File: config.mk
export PLATFORM = sky130hd
export DESIGN_NAME = hms_timekeeper
export DESIGN_NICKNAME = d
export VERILOG_FILES = /design/src/rtl/hms_timekeeper.sv
export SDC_FILE = /design/constraint.sdc
export NUM_CORES = 1
export LEC_CHECK = 0
export BUFFER_PORTS_ARGS = -buffer_cell sky130_fd_sc_hd__buf_4
export CAP_MARGIN = 30
export CORE_MARGIN = 2
export CORE_UTILIZATION = 55
export DETAILED_ROUTE_END_ITERATION = 8
export HOLD_SLACK_MARGIN = 0.12
export PLACE_DENSITY = 0.79
export REMOVE_ABC_BUFFERS = 1
export SETUP_SLACK_MARGIN = 0.3
export SYNTH_ARGS = -nofsm -noshare
export SYNTH_HDL_FRONTEND = slang
export SYNTH_SLANG_ARGS = --single-unit
File: constraint.sdc
create_clock -name clk -period 2.8 [get_ports clk]
set_input_delay 0.56 -clock clk [delete_from_list [all_inputs] [get_ports clk]]
set_output_delay 0.56 -clock clk [all_outputs]
set_load 0.005 [all_outputs]
File: src/rtl/hms_timekeeper.sv
// Time-of-day core: hh:mm:ss as six BCD digits, advanced by the rising edge of
// a ~1 Hz tick, with a mode FSM for setting each field and blink flags for the display.
module hms_timekeeper #(
  parameter bit H24 = 1'b1
) (
  input  logic       clk,
  input  logic       rst,
  input  logic       tick_in,
  input  logic       mode_btn,
  input  logic       inc_btn,
  output logic [3:0] hh_t,
  output logic [3:0] hh_u,
  output logic [3:0] mm_t,
  output logic [3:0] mm_u,
  output logic [3:0] ss_t,
  output logic [3:0] ss_u,
  output logic [1:0] mode,
  output logic       sec_pulse,
  output logic [2:0] blank
);

  typedef enum logic [1:0] {
    RUN    = 2'b00,
    SET_HH = 2'b01,
    SET_MM = 2'b10,
    SET_SS = 2'b11
  } mode_e;

  localparam logic [7:0] HH_RESET = H24 ? 8'h00 : 8'h12;

  mode_e      mode_q, mode_d;
  logic [7:0] hh_q, hh_d;
  logic [7:0] mm_q, mm_d;
  logic [7:0] ss_q, ss_d;
  logic       tick_d_q, tick_d_d;
  logic       sec_pulse_q, sec_pulse_d;
  logic [2:0] blank_q, blank_d;
  logic       tick_rise;

  // Each field is a packed BCD pair {tens, units}.
  function automatic logic [7:0] bcd_inc(input logic [7:0] v);
    if (v[3:0] == 4'd9) return {v[7:4] + 4'd1, 4'd0};
    return {v[7:4], v[3:0] + 4'd1};
  endfunction

  function automatic logic [7:0] inc_sixty(input logic [7:0] v);
    return (v == 8'h59) ? 8'h00 : bcd_inc(v);
  endfunction

  function automatic logic [7:0] inc_hour(input logic [7:0] v);
    if (H24) return (v == 8'h23) ? 8'h00 : bcd_inc(v);
    return (v == 8'h12) ? 8'h01 : bcd_inc(v);
  endfunction

  always_comb begin
    hh_d        = hh_q;
    mm_d        = mm_q;
    ss_d        = ss_q;
    mode_d      = mode_q;
    sec_pulse_d = 1'b0;
    blank_d     = 3'b000;
    tick_d_d    = tick_in;
    tick_rise   = tick_in & ~tick_d_q;

    unique case (mode_q)
      RUN: begin
        if (tick_rise) begin
          sec_pulse_d = 1'b1;
          ss_d        = inc_sixty(ss_q);
          if (ss_q == 8'h59) begin
            mm_d = inc_sixty(mm_q);
            if (mm_q == 8'h59) hh_d = inc_hour(hh_q);
          end
        end
        if (mode_btn) mode_d = SET_HH;
      end
      SET_HH: begin
        if (inc_btn) hh_d = inc_hour(hh_q);
        if (mode_btn) mode_d = SET_MM;
        blank_d = {~tick_in, 2'b00};
      end
      SET_MM: begin
        if (inc_btn) mm_d = inc_sixty(mm_q);
        if (mode_btn) mode_d = SET_SS;
        blank_d = {1'b0, ~tick_in, 1'b0};
      end
      SET_SS: begin
        if (inc_btn) ss_d = inc_sixty(ss_q);
        if (mode_btn) mode_d = RUN;
        blank_d = {2'b00, ~tick_in};
      end
      default: mode_d = RUN;
    endcase
  end

  always_ff @(posedge clk or posedge rst) begin
    if (rst) begin
      hh_q        <= HH_RESET;
      mm_q        <= 8'h00;
      ss_q        <= 8'h00;
      mode_q      <= RUN;
      tick_d_q    <= 1'b0;
      sec_pulse_q <= 1'b0;
      blank_q     <= 3'b000;
    end else begin
      hh_q        <= hh_d;
      mm_q        <= mm_d;
      ss_q        <= ss_d;
      mode_q      <= mode_d;
      tick_d_q    <= tick_d_d;
      sec_pulse_q <= sec_pulse_d;
      blank_q     <= blank_d;
    end
  end

  assign hh_t      = hh_q[7:4];
  assign hh_u      = hh_q[3:0];
  assign mm_t      = mm_q[7:4];
  assign mm_u      = mm_q[3:0];
  assign ss_t      = ss_q[7:4];
  assign ss_u      = ss_q[3:0];
  assign mode      = mode_q;
  assign sec_pulse = sec_pulse_q;
  assign blank     = blank_q;

endmodule

==> results.json, run 1 <==
{
  "synth_cell_types": 43,
  "drive_gt1_frac": 0.291,
  "path_buf_inv": 1,
  "cts_max_level": 2,
  "vdd_drop_max_mv": 0.551,
  "setup_viol": 0,
  "power.share.switching": 0.402,
  "start_util": 0.585,
  "yosys.area_share.xor_xnor": 0.00972,
  "drt_pass1_iterations": 6,
  "rsz0062_at_grt": "false",
  "overflow": 0,
  "num_io_pins": 35,
  "r2r_slack_ps": 570,
  "wire_per_inst_um": 13.2,
  "syn_area_per_cell_um2": 10.4,
  "fmax_mhz": 448,
  "switchingPower_mw": 0.919,
  "seq_area_frac_synth": 0.431,
  "p_per_area_mw_per_mm2": 1060,
  "ant_nets": 0,
  "power.leakage_nw": 1.05,
  "syn_inst": 173,
  "nets": 233,
  "vias": 1368,
  "cts_buffers": 5,
  "layout_common_cells": "buf_4, dfrtp_1, nor2_1",
  "yosysWarnings": 0,
  "synth_compound_area_frac": 0.128,
  "cap_violations": 0,
  "synth_area_mm2": 0.00180,
  "p_clk_frac": 0.130,
  "worst_pin_slew_ps": 374,
  "skew_ps": 12.0,
  "hold_viol_final": 0,
  "finalSetupTns_ps": 0,
  "cts_resized": 0,
  "cts-root-buf": "clkbuf_4",
  "synth_top_family_by_area": "simple AND/OR/NAND/NOR gates",
  "crit_required_ps": 3080,
  "yosys_register_bits": 31,
  "dpl.hpwl_um": 2620,
  "dpl_cell_area_mm2": 0.00209,
  "grt_start_max_net_pins": 32,
  "grt_antenna_before_repair": 0,
  "drt_wl_total_um": 3400,
  "cts.path.max_buffers": 2,
  "synth-simple-area-share": 0.206,
  "die_h_um": 61.2,
  "crit_slowest_cell": "or4_1",
  "clock_sinks": 31,
  "finalMaxSlewViolations": 0,
  "drt_iter0_drc": 65,
  "fillers": 228,
  "rows": 20,
  "viasPerCell": 5.32,
  "die_width_um": 61.2,
  "gp_congestion": 0.753,
  "port_buffers": 34,
  "synthAdderAreaFrac": 0.111,
  "clock_latency_ps": 330,
  "clk_pin_slew_worst_paths_ps": 100,
  "fin_area_mm2": 0.00216,
  "muxShareOfSynthArea": 0.0660,
  "cpLargestDelayFamily": "simple AND/OR/NAND/NOR gates",
  "core_mm2": 0.00308,
  "finalCritPeriodShare": 0.798,
  "syn2layout_area_growth_pct": 19.9,
  "status": "finished clean",
  "hold_path.class": "in -> async",
  "postCtsHoldBufs": 0,
  "crit_type": "reg -> reg",
  "gr-usage-all-layers": 0.206,
  "drc": 0,
  "critPathCaptureType": "flop",
  "cts_setup_buffers": 0,
  "num_antenna_cells": 0,
  "crit_fanout": 10,
  "cts_tree": "yes",
  "power.internal_mw": 1.37,
  "combPwrFrac": 0.497,
  "grt_pass1_vias": 1306,
  "final_common_cell": "buf_4",
  "grt_pass1_wl_um": 5620,
  "crit_chain": "inv_1 > ha_1 > and3b_4 > o22ai_4 > or3_4 > or4_1 > nand2_1",
  "period_minus_slack_ps": 2230,
  "slowest_delay_ps": 470,
  "start_kind": "flop",
  "p_seq_frac": 0.373,
  "slew_headroom": 0.743,
  "dieArea_mm2": 0.00375,
  "arrival_ps": 2510
}
## per-stage QoR
| step | cells | hold WS [ps] | power (mW) | setup slack, ps | utilization |
|---|---|---|---|---|---|
| global route | 257 | 346 | 2.50 | 397 | 0.702 |
| floorplan | 170 | 481 | 1.54 | 705 | - |
| detailed placement | 249 | 486 | 2.01 | 571 | 0.680 |
| global placement | 249 | 479 | 1.92 | 648 | 0.680 |
| CTS | 257 | 303 | 2.31 | 566 | 0.702 |
| finish | 257 | 294 | 2.29 | 566 | 0.702 |
## cell families (layout without fill, tap and decap cells)
group | after synthesis | in the layout
flip-flops | 31 | 31
buffers and inverters | 19 | 59
XOR/XNOR | 2 | 2
adder cells (fa/ha/maj) | 16 | 16
multiplexers | 10 | 10
AO/OA/AOI/OAI | 32 | 32
AND/OR/NAND/NOR | 63 | 63
## worst reg2reg max path: stages, from the launching register on
cell,delay [ps]
dfrtp_1,430
inv_1,100
ha_1,390
and3b_4,280
o22ai_4,100
or3_4,360
or4_1,470
nand2_1,70
## area by class of cell
type / count / area [µm²] / share of cell area
multi-input combinational: 123 / 938 / 0.434
sequential: 31 / 776 / 0.359
timing repair buffer: 35 / 263 / 0.122
clock buffer: 8 / 68.8 / 0.0318
inverter: 16 / 60.1 / 0.0278
tap: 44 / 55.1 / 0.0255
## layer usage
layer	global-route usage	vias up	share of wire
li1	-	681	-
met1	0.242	642	0.44
met2	0.345	35	0.48
met3	0.0525	10	0.051
met4	0.112	0	0.030
met5	0	-	0
## Yosys cell counts, drive strengths merged
cell / n / area [µm²]
and4bb: 1 / 12.5
o31ai: 2 / 15.0
buf: 3 / 27.5
o311ai: 1 / 8.76
nand2: 15 / 56.3
nand4: 3 / 33.8
or3b: 1 / 8.76
and2b: 1 / 8.76
and3: 1 / 6.26
xnor2: 2 / 17.5
a21oi: 7 / 35.0
nand3: 2 / 10.0
mux2: 9 / 109
and4b: 1 / 10.0
nand2b: 3 / 26.3
mux2i: 1 / 10.0
nor3b: 2 / 15.0
nand4bb: 1 / 11.3
o22ai: 1 / 20.0
or4: 1 / 7.51
a21o: 1 / 7.51
and3b: 3 / 30.0
nor2b: 3 / 18.8
a2111oi: 1 / 27.5
a22o: 1 / 8.76
nor2: 17 / 63.8
nor3: 4 / 20.0
o21a: 2 / 15.0
o2bb2ai: 1 / 8.76
o21ai: 13 / 65.1
or3: 3 / 26.3
inv: 16 / 60.1
nor4: 1 / 6.26
dfrtp: 31 / 776
ha: 16 / 200
a211o: 1 / 10.0
o41ai: 1 / 8.76
## registers in the layout, indices dropped and copies added, names as in the netlist
name       cells
sec_pulse      1
hh_q           8
mode           2
tick_d_q       1
ss_q           8
blank          3
mm_q           8
## power groups by stage
stage	Sequential, mW	Combinational [mW]	Clock (mW)
after floorplan	0.835	0.709	0
final	0.853	1.14	0.298
after global placement	0.841	1.08	0
after detailed placement	0.861	1.15	0
after CTS	0.851	1.16	0.302
after global routing	0.890	1.28	0.326
## path summary, 6_finish.rpt
| check | start | to | cells past startpoint |
|---|---|---|---|
| min reg2reg | hh_q[7] | hh_q[7] | 1 |
| min | rst | ss_q[3] | 3 |
| min in group clk | tick_in | tick_d_q | 1 |
| max | mode[0] | ss_q[7] | 7 |
| max in group asynchronous | rst | hh_q[7] | 3 |
| max reg2reg | mode[0] | ss_q[7] | 7 |
Note: power is estimated with default switching activity, not from simulation.
==> run 2, diff against run 1 <==
==> constraint.sdc (replaced) <==
create_clock -name clk -period 2.1 [get_ports clk]
set_input_delay 0.42 -clock clk [delete_from_list [all_inputs] [get_ports clk]]
set_output_delay 0.42 -clock clk [all_outputs]
set_load 0.005 [all_outputs]
==> results.json, run 2 (same netlist as run 1, synthesis figures left out) <==
{
  "port_buffers": 34,
  "critPathCaptureType": "flop",
  "gp_congestion": 0.744,
  "final_common_cell": "buf_4",
  "die_width_um": 61.2,
  "grt_antenna_before_repair": 0,
  "clock_latency_ps": 330,
  "reg.largest.list": "hh_q (8), mm_q (8), ss_q (8)",
  "vdd_drop_max_mv": 0.944,
  "cts.path.max_buffers": 2,
  "postCtsHoldBufs": 0,
  "rows": 20,
  "p_per_area_mw_per_mm2": 1450,
  "drive_gt1_frac": 0.453,
  "clk_pin_slew_worst_paths_ps": 90,
  "period_minus_slack_ps": 1920,
  "finalMaxSlewViolations": 0,
  "nets": 258,
  "setup_viol": 0,
  "fmax_mhz": 520,
  "ant_nets": 0,
  "grt_start_max_net_pins": 32,
  "drt_pass1_iterations": 4,
  "crit_required_ps": 2310,
  "dpl.hpwl_um": 2710,
  "finalCritPeriodShare": 0.916,
  "crit_fanout": 8,
  "num_io_pins": 35,
  "gr-usage-all-layers": 0.249,
  "cts_buffers": 5,
  "grt_pass1_wl_um": 6730,
  "overflow": 0,
  "core_mm2": 0.00308,
  "power.leakage_nw": 1.17,
  "slowest_delay_ps": 400,
  "dieArea_mm2": 0.00375,
  "cts-root-buf": "clkbuf_4",
  "cap_violations": 0,
  "status": "finished clean",
  "drt_wl_total_um": 4140,
  "start_util": 0.585,
  "slew_headroom": 0.735,
  "vias": 1529,
  "drt_iter0_drc": 53,
  "rsz0062_at_grt": "true",
  "die_h_um": 61.2,
  "viasPerCell": 5.46,
  "cts_max_level": 2,
  "r2r_slack_ps": 180,
  "wire_per_inst_um": 14.8,
  "layout_common_cells": "buf_4, dfrtp_1, nand2_1, nor2_1, inv_1",
  "num_antenna_cells": 0,
  "finalSetupTns_ps": 0,
  "arrival_ps": 2140,
  "crit_type": "reg -> reg",
  "grt_pass1_vias": 1539,
  "start_kind": "flop",
  "hold_viol_final": 0,
  "drc": 0,
  "design_power_total_mw": 3.56,
  "skew_ps": 8.40,
  "cts_tree": "yes",
  "worst_pin_slew_ps": 397,
  "crit_slowest_cell": "dfrtp_1",
  "hold_path.class": "in -> async",
  "clock_sinks": 31,
  "syn2layout_area_growth_pct": 36.2,
  "crit_chain": "inv_2 > ha_4 > and4bb_2 > nand2_1 > a211o_4 > nor2_2 > mux2_2"
}
==> run 2: changes by cell type in the layout (fill, tap and decap cells not counted), moves of 3 or more <==
cell,before,now
inv_1,16,12
inv_2,0,4
o21ai_0,13,10
ha_4,0,3
buf_4,35,60
ha_1,16,11
==> run 2: what timing repair did <==
action | in CTS | in global routing
resized for setup | 23 | 13
setup endpoints to repair | 21 | 18
setup buffers | 12 | 5
pin swaps | 5 | 10
==> run 2: layout make-up <==
class,instances,area (µm²)
tap,44,55.1
timing repair buffer,60,450
sequential,31,776
fill,195,623
multi-input combinational,123,1070
inverter,16,60.1
clock buffer,6,41.3
==> run 2: routing by layer <==
layer | track usage | wire length (µm) | vias to the layer above
li1 | - | - | 732
met1 | 0.279 | 1630 | 750
met2 | 0.444 | 2230 | 36
met3 | 0.0693 | 170 | 11
met4 | 0.102 | 101 | 0
met5 | 0 | 0 | -
==> run 2: worst paths after layout <==
check / start / endpoint / cells past startpoint
min in group clk: tick_in / tick_d_q / 1
min: rst / ss_q[0] / 3
max reg2reg: ss_q[5] / mm_q[7] / 7
max in group asynchronous: rst / blank[1] / 3
max: ss_q[5] / mm_q[7] / 7
min reg2reg: hh_q[7] / hh_q[7] / 1
==> run 2: per-stage QoR <==
step	setup WS (ps)	util	std cells	area, µm²	hold WS (ps)
2_1_floorplan	4.60	-	170	1770	451
3_3_place_gp	95.2	0.699	257	2150	487
3_5_place_dp	17.5	0.699	257	2150	500
4_1_cts	187	0.770	275	2370	173
5_1_grt	68.4	0.798	280	2450	197
6_report	175	0.798	280	2450	169
==> run 2: where the power goes <==
| part | total [mW] | switching [mW] | internal [mW] |
|---|---|---|---|
| Combinational | 2.19 | 1.03 | 1.16 |
| Clock | 0.305 | 0.187 | 0.119 |
| Sequential | 1.07 | 0.238 | 0.827 |
| Total | 3.56 | 1.45 | 2.11 |
==> run 2: worst max-delay path, delay by kind of cell (launching register included) <==
kind / cells / cell delay, ps
compound gates: 1 / 370
fa+ha+maj: 1 / 130
buf+inv: 1 / 80
flops: 1 / 400
mux: 1 / 330
simple gates: 3 / 490
==> run 3, diff against run 2 <==
--- a/config.mk
+++ b/config.mk
@@ -11,7 +11,7 @@
 export CORE_UTILIZATION = 55
 export DETAILED_ROUTE_END_ITERATION = 8
 export HOLD_SLACK_MARGIN = 0.12
-export PLACE_DENSITY = 0.79
+export PLACE_DENSITY = 0.86
 export REMOVE_ABC_BUFFERS = 1
 export SETUP_SLACK_MARGIN = 0.3
 export SYNTH_ARGS = -nofsm -noshare
==> results.json, run 3 (same netlist as run 1, synthesis figures left out) <==
{
  "status": "finished clean",
  "wire_per_inst_um": 16.4,
  "core_mm2": 0.00308,
  "gr-usage-all-layers": 0.258,
  "start_util": 0.585,
  "power.leakage_nw": 1.18,
  "cap_violations": 0,
  "period_minus_slack_ps": 1920,
  "multi_input_area_mm2": 0.00107,
  "die_h_um": 61.2,
  "dpl_cell_area_mm2": 0.00214,
  "finalMaxSlewViolations": 0,
  "vdd_drop_max_mv": 1.03,
  "design_power_total_mw": 3.75,
  "hold_viol_final": 0,
  "dpl.hpwl_um": 2780,
  "switchingPower_mw": 1.56,
  "clk_pin_slew_worst_paths_ps": 90,
  "finalSetupTns_ps": 0,
  "drive_gt1_frac": 0.458,
  "gp_congestion": 0.822,
  "p_per_area_mw_per_mm2": 1520,
  "p_seq_frac": 0.296,
  "r2r-end": "ss_q[7]",
  "fillers": 193,
  "worst_pin_slew_ps": 394,
  "arrival_ps": 2200,
  "rows": 20,
  "r2r_slack_ps": 180,
  "setup_viol": 0,
  "critPathLaunch": "mode[1]",
  "final_core_util": 0.802,
  "num_io_pins": 35,
  "cts_max_level": 2,
  "timing.rr.start": "mode[1]",
  "viasPerCell": 5.62,
  "cts_buffers": 5,
  "die_width_um": 61.2,
  "final_common_cell": "buf_4",
  "skew_ps": 8.59,
  "grt_pass1_vias": 1552,
  "cp-endpoint": "ss_q[7]",
  "drc": 0,
  "grt_start_max_net_pins": 32,
  "layout_common_cells": "buf_4, dfrtp_1, nor2_1",
  "port_buffers": 34,
  "fmax_mhz": 520,
  "combPwrFrac": 0.607,
  "num_antenna_cells": 0,
  "critPathCaptureType": "flop",
  "reg.largest.list": "hh_q (8), mm_q (8), ss_q (8)",
  "dieArea_mm2": 0.00375,
  "crit_slowest_cell": "or4_1",
  "rsz0062_at_grt": "true",
  "power.internal_mw": 2.19,
  "vias": 1573,
  "power.share.switching": 0.416,
  "slowest_delay_ps": 460,
  "p_clk_frac": 0.097,
  "crit_chain": "inv_2 > ha_4 > and3b_4 > o22ai_4 > or3_4 > or4_1 > nand2_1",
  "drt_pass1_iterations": 4,
  "ant_nets": 0,
  "finalCritPeriodShare": 0.917,
  "postCtsHoldBufs": 0,
  "cts_tree": "yes",
  "overflow": 0,
  "grt_pass1_wl_um": 6940,
  "clock_sinks": 31,
  "crit_type": "reg -> reg",
  "crit_required_ps": 2370,
  "hold_path.class": "in -> async",
  "slew_headroom": 0.738,
  "fin_area_mm2": 0.00247,
  "regArea_um2": 777,
  "cts.path.max_buffers": 2,
  "nets": 257,
  "crit_fanout": 4,
  "rr_worst_depth": 7,
  "drt_iter0_drc": 84,
  "grt_antenna_before_repair": 0,
  "start_kind": "flop",
  "syn2layout_area_growth_pct": 37.1,
  "drt_wl_total_um": 4600,
  "clock_latency_ps": 340,
  "cts-root-buf": "clkbuf_4"
}
[run 3: critical path: cells and delay by family (launching register included)]
family	cells	cell delay, ps
adder cells (fa/ha/maj)	1	150
AND/OR/NAND/NOR	4	1110
buffers and inverters	1	110
flip-flops	1	420
AO/OA/AOI/OAI	1	70
[run 3: metrics by stage]
step / instances / hold slack (ps) / setup WS (ps)
after CTS: 277 / 167 / 228
final: 280 / 156 / 175
after detailed placement: 256 / 494 / 51.8
after global routing: 280 / 186 / 110
after global placement: 256 / 477 / 135
after floorplan: 170 / 451 / 4.60
[run 3: final cells by class]
type                    instances  area share
repair buffers                 59       0.181
clock inverters                 1     0.00203
flip-flops and latches         31       0.315
clock buffers                   6      0.0208
inverters                      16      0.0243
well taps                      44      0.0223
multi-input cells             123       0.435
[run 3: timing repair]
item	4_1_cts	5_1_grt
setup buffers	14	3
endpoints found under the setup margin	21	20
hold endpoints to repair	0	0
pin swaps	7	7
gates resized for setup	25	10
[run 3: power by group through the flow]
stage | registers, mW | clock network [mW] | logic, mW
2_1_floorplan | 1.11 | 0 | 0.945
3_3_place_gp | 1.08 | 0 | 1.57
3_5_place_dp | 1.11 | 0 | 1.67
4_1_cts | 1.09 | 0.364 | 2.01
5_1_grt | 1.14 | 0.394 | 2.46
6_report | 1.11 | 0.362 | 2.27
[run 3: how the worst min path moves through the flow]
| stage | to | slack, ps |
|---|---|---|
| 3_3_place_gp | hh_q[7] | 480 |
| 3_5_place_dp | hh_q[7] | 490 |
| 2_1_floorplan | tick_d_q | 450 |
| 5_1_grt | mm_q[7] | 190 |
| 4_1_cts | mm_q[5] | 170 |
| 6_report | mm_q[2] | 160 |
[run 3: per-layer routing]
layer / global-route usage / vias to the layer above / part of all wire / wire length [µm]
met5: 0 / - / 0 / 0
met4: 0.165 / 0 / 0.021 / 96
met3: 0.0798 / 14 / 0.055 / 252
met2: 0.430 / 63 / 0.53 / 2440
met1: 0.285 / 767 / 0.39 / 1810
li1: - / 729 / - / -
